$ cat src/rtl/fp_cmd_decoder.sv
// ---------------------------------------------------------------------------
// fp_cmd_decoder
//
// Purpose:
//   This block turns the byte stream from the front-panel SPI receiver into
//   register write strobes for the front-panel register bank.
//   - RXFLAG and SS are asynchronous to clk_i, so both are synchronised first.
//   - Each completed byte is captured on the rising edge of the synchronised
//     RXFLAG.
//   - Command frames are then parsed by a small FSM.
//
// Ports:
//   clk_i        system clock. It must run at 4x the SCLK frequency or faster.
//   rst_n_i      asynchronous active-low reset.
//   rxdata_i     received byte. It is stable while rxflag_i is high.
//   rxflag_i     byte-complete flag from the SPI receiver (SCLK domain).
//   ss_i         SPI slave select, active-low, raw pin.
//   wr_en_o      single-cycle write strobe.
//   wr_addr_o    write address. It holds until the next write.
//   wr_data_o    write data. It holds until the next write.
//   frame_err_o  single-cycle frame error pulse.
//   busy_o       high while the FSM is not in IDLE.
//
// Frame format:
//   The first byte after SS falls is CMD.
//   - CMD[7:4] is the opcode: 0 = NOP, 1 = single write, 2 = burst write.
//   - CMD[ADDR_W-1:0] is the register address.
//
// Optional feature (macro FP_CMD_CHECKSUM_EN):
//   Single-write frames carry a third byte, CSUM = CMD ^ DATA.
//   The write only issues when the checksum matches.
// ---------------------------------------------------------------------------
module fp_cmd_decoder #(
  parameter int SYNC_STAGES = 2,
  parameter int ADDR_W      = 4
) (
  input  logic              clk_i,
  input  logic              rst_n_i,
  input  logic [7:0]        rxdata_i,
  input  logic              rxflag_i,
  input  logic              ss_i,
  output logic              wr_en_o,
  output logic [ADDR_W-1:0] wr_addr_o,
  output logic [7:0]        wr_data_o,
  output logic              frame_err_o,
  output logic              busy_o
);

  typedef enum logic [2:0] {
    ST_IDLE    = 3'd0,
    ST_DATA    = 3'd1,
    ST_BURST   = 3'd2,
    ST_DISCARD = 3'd3
`ifdef FP_CMD_CHECKSUM_EN
    ,
    ST_CSUM    = 3'd4
`endif
  } state_t;

  localparam logic [3:0] OP_NOP   = 4'h0;
  localparam logic [3:0] OP_WRITE = 4'h1;
  localparam logic [3:0] OP_BURST = 4'h2;

  // -------------------------------------------------------------------------
  // Synchronisers and byte capture
  // -------------------------------------------------------------------------
  logic [SYNC_STAGES-1:0] flag_sync_q;
  logic [SYNC_STAGES-1:0] ss_sync_q;
  logic                   flag_prev_q;
  logic                   ss_prev_q;
  logic                   byte_stb_q;
  logic                   ss_rise_q;
  logic [7:0]             rxbyte_q;

  logic flag_s;
  logic ss_s;
  logic flag_rise;

  assign flag_s    = flag_sync_q[SYNC_STAGES-1];
  assign ss_s      = ss_sync_q[SYNC_STAGES-1];
  assign flag_rise = flag_s & ~flag_prev_q;

  always_ff @(posedge clk_i or negedge rst_n_i) begin
    if (!rst_n_i) begin
      flag_sync_q <= '0;
      ss_sync_q   <= '1;
      flag_prev_q <= 1'b0;
      ss_prev_q   <= 1'b1;
      byte_stb_q  <= 1'b0;
      ss_rise_q   <= 1'b0;
      rxbyte_q    <= 8'h00;
    end else begin
      flag_sync_q <= {flag_sync_q[SYNC_STAGES-2:0], rxflag_i};
      ss_sync_q   <= {ss_sync_q[SYNC_STAGES-2:0], ss_i};
      flag_prev_q <= flag_s;
      ss_prev_q   <= ss_s;
      byte_stb_q  <= flag_rise;
      ss_rise_q   <= ss_s & ~ss_prev_q;
      // RXDATA is still held by the receiver because RXFLAG is high at this point.
      if (flag_rise) begin
        rxbyte_q <= rxdata_i;
      end
    end
  end

  // ss_prev_q is the synchronised SS level aligned with byte_stb_q.
  // A byte that coincides with the SS rise is still accepted; it belongs to the closing frame.
  logic byte_ok;
  assign byte_ok = byte_stb_q & (~ss_prev_q | ss_rise_q);

  logic [3:0] opcode;
  assign opcode = rxbyte_q[7:4];

  // -------------------------------------------------------------------------
  // FSM: state register
  // -------------------------------------------------------------------------
  state_t            state_q, state_d;
  logic [ADDR_W-1:0] addr_q, addr_d;
  logic              wr_en_q, wr_en_d;
  logic              frame_err_q, frame_err_d;
  logic [ADDR_W-1:0] wr_addr_q, wr_addr_d;
  logic [7:0]        wr_data_q, wr_data_d;
`ifdef FP_CMD_CHECKSUM_EN
  logic [7:0]        cmd_q, cmd_d;
  logic [7:0]        data_q, data_d;
`endif

  always_ff @(posedge clk_i or negedge rst_n_i) begin
    if (!rst_n_i) begin
      state_q     <= ST_IDLE;
      addr_q      <= '0;
      wr_en_q     <= 1'b0;
      frame_err_q <= 1'b0;
      wr_addr_q   <= '0;
      wr_data_q   <= 8'h00;
`ifdef FP_CMD_CHECKSUM_EN
      cmd_q       <= 8'h00;
      data_q      <= 8'h00;
`endif
    end else begin
      state_q     <= state_d;
      addr_q      <= addr_d;
      wr_en_q     <= wr_en_d;
      frame_err_q <= frame_err_d;
      wr_addr_q   <= wr_addr_d;
      wr_data_q   <= wr_data_d;
`ifdef FP_CMD_CHECKSUM_EN
      cmd_q       <= cmd_d;
      data_q      <= data_d;
`endif
    end
  end

  // -------------------------------------------------------------------------
  // FSM: next-state logic
  // -------------------------------------------------------------------------
  always_comb begin
    state_d = state_q;
    case (state_q)
      ST_IDLE: begin
        if (byte_ok) begin
          case (opcode)
            OP_NOP:   state_d = ST_DISCARD;
            OP_WRITE: state_d = ST_DATA;
            OP_BURST: state_d = ST_BURST;
            default:  state_d = ST_DISCARD;
          endcase
        end
      end
      ST_DATA: begin
        if (byte_ok) begin
`ifdef FP_CMD_CHECKSUM_EN
          state_d = ST_CSUM;
`else
          state_d = ST_DISCARD;
`endif
        end
      end
`ifdef FP_CMD_CHECKSUM_EN
      ST_CSUM: begin
        if (byte_ok) begin
          state_d = ST_DISCARD;
        end
      end
`endif
      default: state_d = state_q;
    endcase
    // The end of the frame overrides everything else. Any byte arriving
    // with it has already been handled in the output logic.
    if (ss_rise_q) begin
      state_d = ST_IDLE;
    end
  end

  // -------------------------------------------------------------------------
  // FSM: output / datapath logic
  // -------------------------------------------------------------------------
  always_comb begin
    wr_en_d     = 1'b0;
    frame_err_d = 1'b0;
    wr_addr_d   = wr_addr_q;
    wr_data_d   = wr_data_q;
    addr_d      = addr_q;
`ifdef FP_CMD_CHECKSUM_EN
    cmd_d       = cmd_q;
    data_d      = data_q;
`endif
    case (state_q)
      ST_IDLE: begin
        if (byte_ok) begin
`ifdef FP_CMD_CHECKSUM_EN
          cmd_d = rxbyte_q;
`endif
          if (opcode == OP_WRITE || opcode == OP_BURST) begin
            addr_d = rxbyte_q[ADDR_W-1:0];
          end
          if (opcode == OP_WRITE) begin
            // A single write that closes on its CMD byte is truncated.
            frame_err_d = ss_rise_q;
          end else if (opcode != OP_NOP && opcode != OP_BURST) begin
            frame_err_d = 1'b1;
          end
        end
      end
      ST_DATA: begin
        if (byte_ok) begin
`ifdef FP_CMD_CHECKSUM_EN
          data_d      = rxbyte_q;
          frame_err_d = ss_rise_q;
`else
          wr_en_d     = 1'b1;
          wr_addr_d   = addr_q;
          wr_data_d   = rxbyte_q;
`endif
        end else if (ss_rise_q) begin
          frame_err_d = 1'b1;
        end
      end
`ifdef FP_CMD_CHECKSUM_EN
      ST_CSUM: begin
        if (byte_ok) begin
          if (rxbyte_q == (cmd_q ^ data_q)) begin
            wr_en_d   = 1'b1;
            wr_addr_d = addr_q;
            wr_data_d = data_q;
          end else begin
            frame_err_d = 1'b1;
          end
        end else if (ss_rise_q) begin
          frame_err_d = 1'b1;
        end
      end
`endif
      ST_BURST: begin
        if (byte_ok) begin
          wr_en_d   = 1'b1;
          wr_addr_d = addr_q;
          wr_data_d = rxbyte_q;
          addr_d    = addr_q + ADDR_W'(1);
        end
      end
      default: begin
      end
    endcase
  end

  assign wr_en_o     = wr_en_q;
  assign wr_addr_o   = wr_addr_q;
  assign wr_data_o   = wr_data_q;
  assign frame_err_o = frame_err_q;
  assign busy_o      = (state_q != ST_IDLE);

endmodule

$ cat config.mk
export PLATFORM = sky130hd
export DESIGN_NAME = fp_cmd_decoder
export DESIGN_NICKNAME = d
export VERILOG_FILES = /design/src/rtl/fp_cmd_decoder.sv
export SDC_FILE = /design/constraint.sdc
export NUM_CORES = 1
export LEC_CHECK = 0
export CORE_ASPECT_RATIO = 0.6
export CORE_MARGIN = 3
export CORE_UTILIZATION = 45
export DETAILED_ROUTE_END_ITERATION = 10
export PLACE_DENSITY = 0.71
export SYNTH_ARGS = -nofsm -noshare
export SYNTH_HDL_FRONTEND = slang
export SYNTH_SLANG_ARGS = --single-unit
$ cat constraint.sdc
create_clock -name clk_i -period 3.5 [get_ports clk_i]
set_clock_uncertainty 0.15 [all_clocks]
set_input_delay 0.525 -clock clk_i [delete_from_list [all_inputs] [get_ports clk_i]]
set_output_delay 0.525 -clock clk_i [all_outputs]
set_load 0.01 [all_outputs]
==> metrics <==
leakage power of the design=0.810 nW; synthesis warning total=0; initial core utilization=0.498; pwr dens=around 740 nW/um^2; share of final-layout standard cells stronger than drive strength 1=0.231; CTS root buf=sky130_fd_sc_hd__clkbuf_8; detailed router's first-iteration violation count=32; Synth cell types=29; most used flip-flop cell after synthesis=sky130_fd_sc_hd__dfrtp_1; post-cts resize count=0; aggregate negative setup slack=0 ns; global placement routability congestion=0.881; critical setup path kind=reg -> out; type of element capturing the critical path=output port; Final HPWL DP=2.14 mm; Worst Reg-to-Reg Cells=4; combined global-route utilization of all metal layers=0.167; post-synth top area cell=sky130_fd_sc_hd__dfrtp_1; count of fill cells added during filler insertion=247; fin crit period=~2.4 ns; chip height=around 51 microns; number of vias after detailed routing=1014; EDFF count, synth=0; global route total overflow=0; Total Die Area=4120 sq um; via count of the first global-routing pass=1080; top cell type's share of synthesized area=0.545; result of the run=completed; Syn Inst Count=116; signed area change from the synthesized netlist to the final layout=26.7%; row count=15; final setup violation count=0; Longest Clk Path Bufs=2; post-synthesis register bit count=36; critical-path maximum fanout=10; TritonCTS clock tree=built; Critical Path RT=2.82 ns; clock transition time at the flip-flop clock pins of the worst setup and hold paths=0.07 ns; fraction of the yosys area taken by sequential cells=0.597; post-DR wirelength/cell=15.9 microns; die boundary width=80.9 microns; Least-Margin Pin Slew=slightly above 0.8 ns; area of the core=3040 sq um; category of the worst setup path launch point=register; Pins Over Slew Limit=0; top-level I/O count=27; setup repair bufs after CTS=0; H-Tree Depth=2; Hold Path Depth=0; Layout Utilization=0.631; syn_nets=132; Port-buffer cells=26; biggest area contributors in the synthesized netlist=sky130_fd_sc_hd__dfrtp_1 55%, sky130_fd_sc_hd__mux2_2 16%, sky130_fd_sc_hd__dfstp_2 5.2%, sky130_fd_sc_hd__ha_1 3.3%, sky130_fd_sc_hd__inv_1 1.7%; number of clock buffers inserted by TritonCTS=5; highest ir drop seen on vdd=0.354 mV; post-synthesis instance area=around 1500 sq um; data arrival time at the worst-slack endpoint=1.77 ns; largest net degree at the start of global routing=37; drc violations=0; Tcrit/Tclk final=0.699; Max Cap Viol=0; # clock sinks=36; number of routed nets with antenna violations=0; share of synthesized flip-flops with an asynchronous set or reset=1.00; first-pass GRT wire length=between 5 and 6 mm; initial antenna violation count=0; FMAX=slightly above 0.4 GHz; Final #Nets=between 150 and 200; final hold viol count=0; worst-case headroom to the max-slew limit=0.451; WL final=3.00 mm; post-detailed-route via-to-cell ratio=around 5.4; path type of the worst min-delay path=reg -> reg; length of the first detailed-routing pass in iterations=6; Antenna Diode Count=0; post-synthesis average cell area=13.1 sq um; setup repair after global routing missed its margin=no; Post-CTS Hold Buffers=0; clock latency at the later pin of the worst-skew pair=~0.28 ns
## per-layer routing
layer  wire [microns]  GRT usage  vias to the layer above
met5                0          0                        -
met4               68     0.0843                        0
met3              163     0.0563                        9
met2             1320      0.248                       34
met1             1450      0.219                      492
li1                 -          -                      479
## layout by cell type (no fill, tap or decap), types with 2 or more instances in the layout
cell type | Yosys | routed
sky130_fd_sc_hd__clkdlybuf4s50_1 | 0 | 26
sky130_fd_sc_hd__nor2b_1 | 4 | 4
sky130_fd_sc_hd__dfrtp_1 | 33 | 33
sky130_fd_sc_hd__ha_1 | 4 | 4
sky130_fd_sc_hd__o41ai_1 | 2 | 2
sky130_fd_sc_hd__nand3_1 | 4 | 4
sky130_fd_sc_hd__nand2_1 | 6 | 6
sky130_fd_sc_hd__o21ai_0 | 3 | 3
sky130_fd_sc_hd__a32oi_1 | 2 | 2
sky130_fd_sc_hd__nor2_1 | 4 | 4
sky130_fd_sc_hd__o31a_1 | 2 | 2
sky130_fd_sc_hd__clkbuf_8 | 0 | 7
sky130_fd_sc_hd__nand2b_1 | 2 | 2
sky130_fd_sc_hd__nor3_1 | 2 | 2
sky130_fd_sc_hd__dfstp_2 | 3 | 3
sky130_fd_sc_hd__a221oi_1 | 2 | 2
sky130_fd_sc_hd__inv_1 | 7 | 7
sky130_fd_sc_hd__mux2_2 | 21 | 21
## metrics by stage
stage	hold WS, ns	cells	setup WS, ns	area [sq um]	total power, mW
after floorplan	0.0794	116	1.73	1520	0.868
after global placement	0.185	181	1.45	1820	1.08
after detailed placement	0.195	181	1.36	1820	1.10
after CTS	0.208	189	1.05	1920	1.42
after global routing	0.211	189	0.931	1920	1.50
final	0.207	189	1.05	1920	1.41
## cell families after synthesis
logic type	synth area share
simple gates	0.0867
buf+inv	0.0281
mux	0.156
flops	0.597
compound gates	0.0933
fa+ha+maj	0.0330
xor+xnor	0.00578
## Yosys cell counts, types with 2 or more instances
master,count
sky130_fd_sc_hd__ha_1,4
sky130_fd_sc_hd__o31a_1,2
sky130_fd_sc_hd__nor3_1,2
sky130_fd_sc_hd__clkbuf_1,3
sky130_fd_sc_hd__mux2_2,21
sky130_fd_sc_hd__dfstp_2,3
sky130_fd_sc_hd__nor2b_1,4
sky130_fd_sc_hd__o41ai_1,2
sky130_fd_sc_hd__a32oi_1,2
sky130_fd_sc_hd__nand3_1,4
sky130_fd_sc_hd__dfrtp_1,33
sky130_fd_sc_hd__o21ai_0,3
sky130_fd_sc_hd__a221oi_1,2
sky130_fd_sc_hd__nand2_1,6
sky130_fd_sc_hd__inv_1,7
sky130_fd_sc_hd__nand2b_1,2
sky130_fd_sc_hd__nor2_1,4
## sequential cells by signal, summed over array words and instances (netlist names)
| name | flops |
|---|---|
| frame_err_o | 1 |
| wr_en_o | 1 |
| state_q | 2 |
| addr_q | 4 |
| ss_sync_q | 2 |
| wr_addr_o | 4 |
| flag_prev_q | 1 |
| ss_rise_q | 1 |
| byte_stb_q | 1 |
| rxbyte_q | 8 |
| wr_data_o | 8 |
| flag_sync_q | 2 |
| ss_prev_q | 1 |
## worst paths after layout
kind / start / to / slack [ns]
setup / recovery: state_q[1] / busy_o / 1.05
hold / removal: flag_sync_q[0] / flag_sync_q[1] / 0.21
setup reg to reg: ss_prev_q / wr_addr_o[2] / 1.51
hold reg to reg: flag_sync_q[0] / flag_sync_q[1] / 0.21
max in group asynchronous: rst_n_i / ss_sync_q[0] / 2.35
min in group asynchronous: rst_n_i / wr_data_o[4] / 0.51
## area by class of cell
type                            count  area (sq um)  share of cell area
Clock buffer                        8           100              0.0522
Inverter                            7          26.3              0.0137
Multi-Input combinational cell     69           568               0.296
Sequential cell                    36           905               0.471
Tap cell                           42          52.6              0.0274
Timing Repair Buffer               27           268               0.140
## where the power goes
part	total, mW	switching [mW]	leakage, nW	internal, mW
registers	0.615	0.0825	0.434	0.532
logic	0.482	0.204	0.324	0.279
clock network	0.314	0.135	0.0515	0.179
## critical path, cell delays in order (launching register included)
cell and delay [ns]:
sky130_fd_sc_hd__dfrtp_1 0.41, sky130_fd_sc_hd__inv_1 0.13, sky130_fd_sc_hd__ha_1 0.36, sky130_fd_sc_hd__inv_1 0.10, sky130_fd_sc_hd__clkdlybuf4s50_1 0.49
No activity file was read; power rests on OpenSTA's default activity.
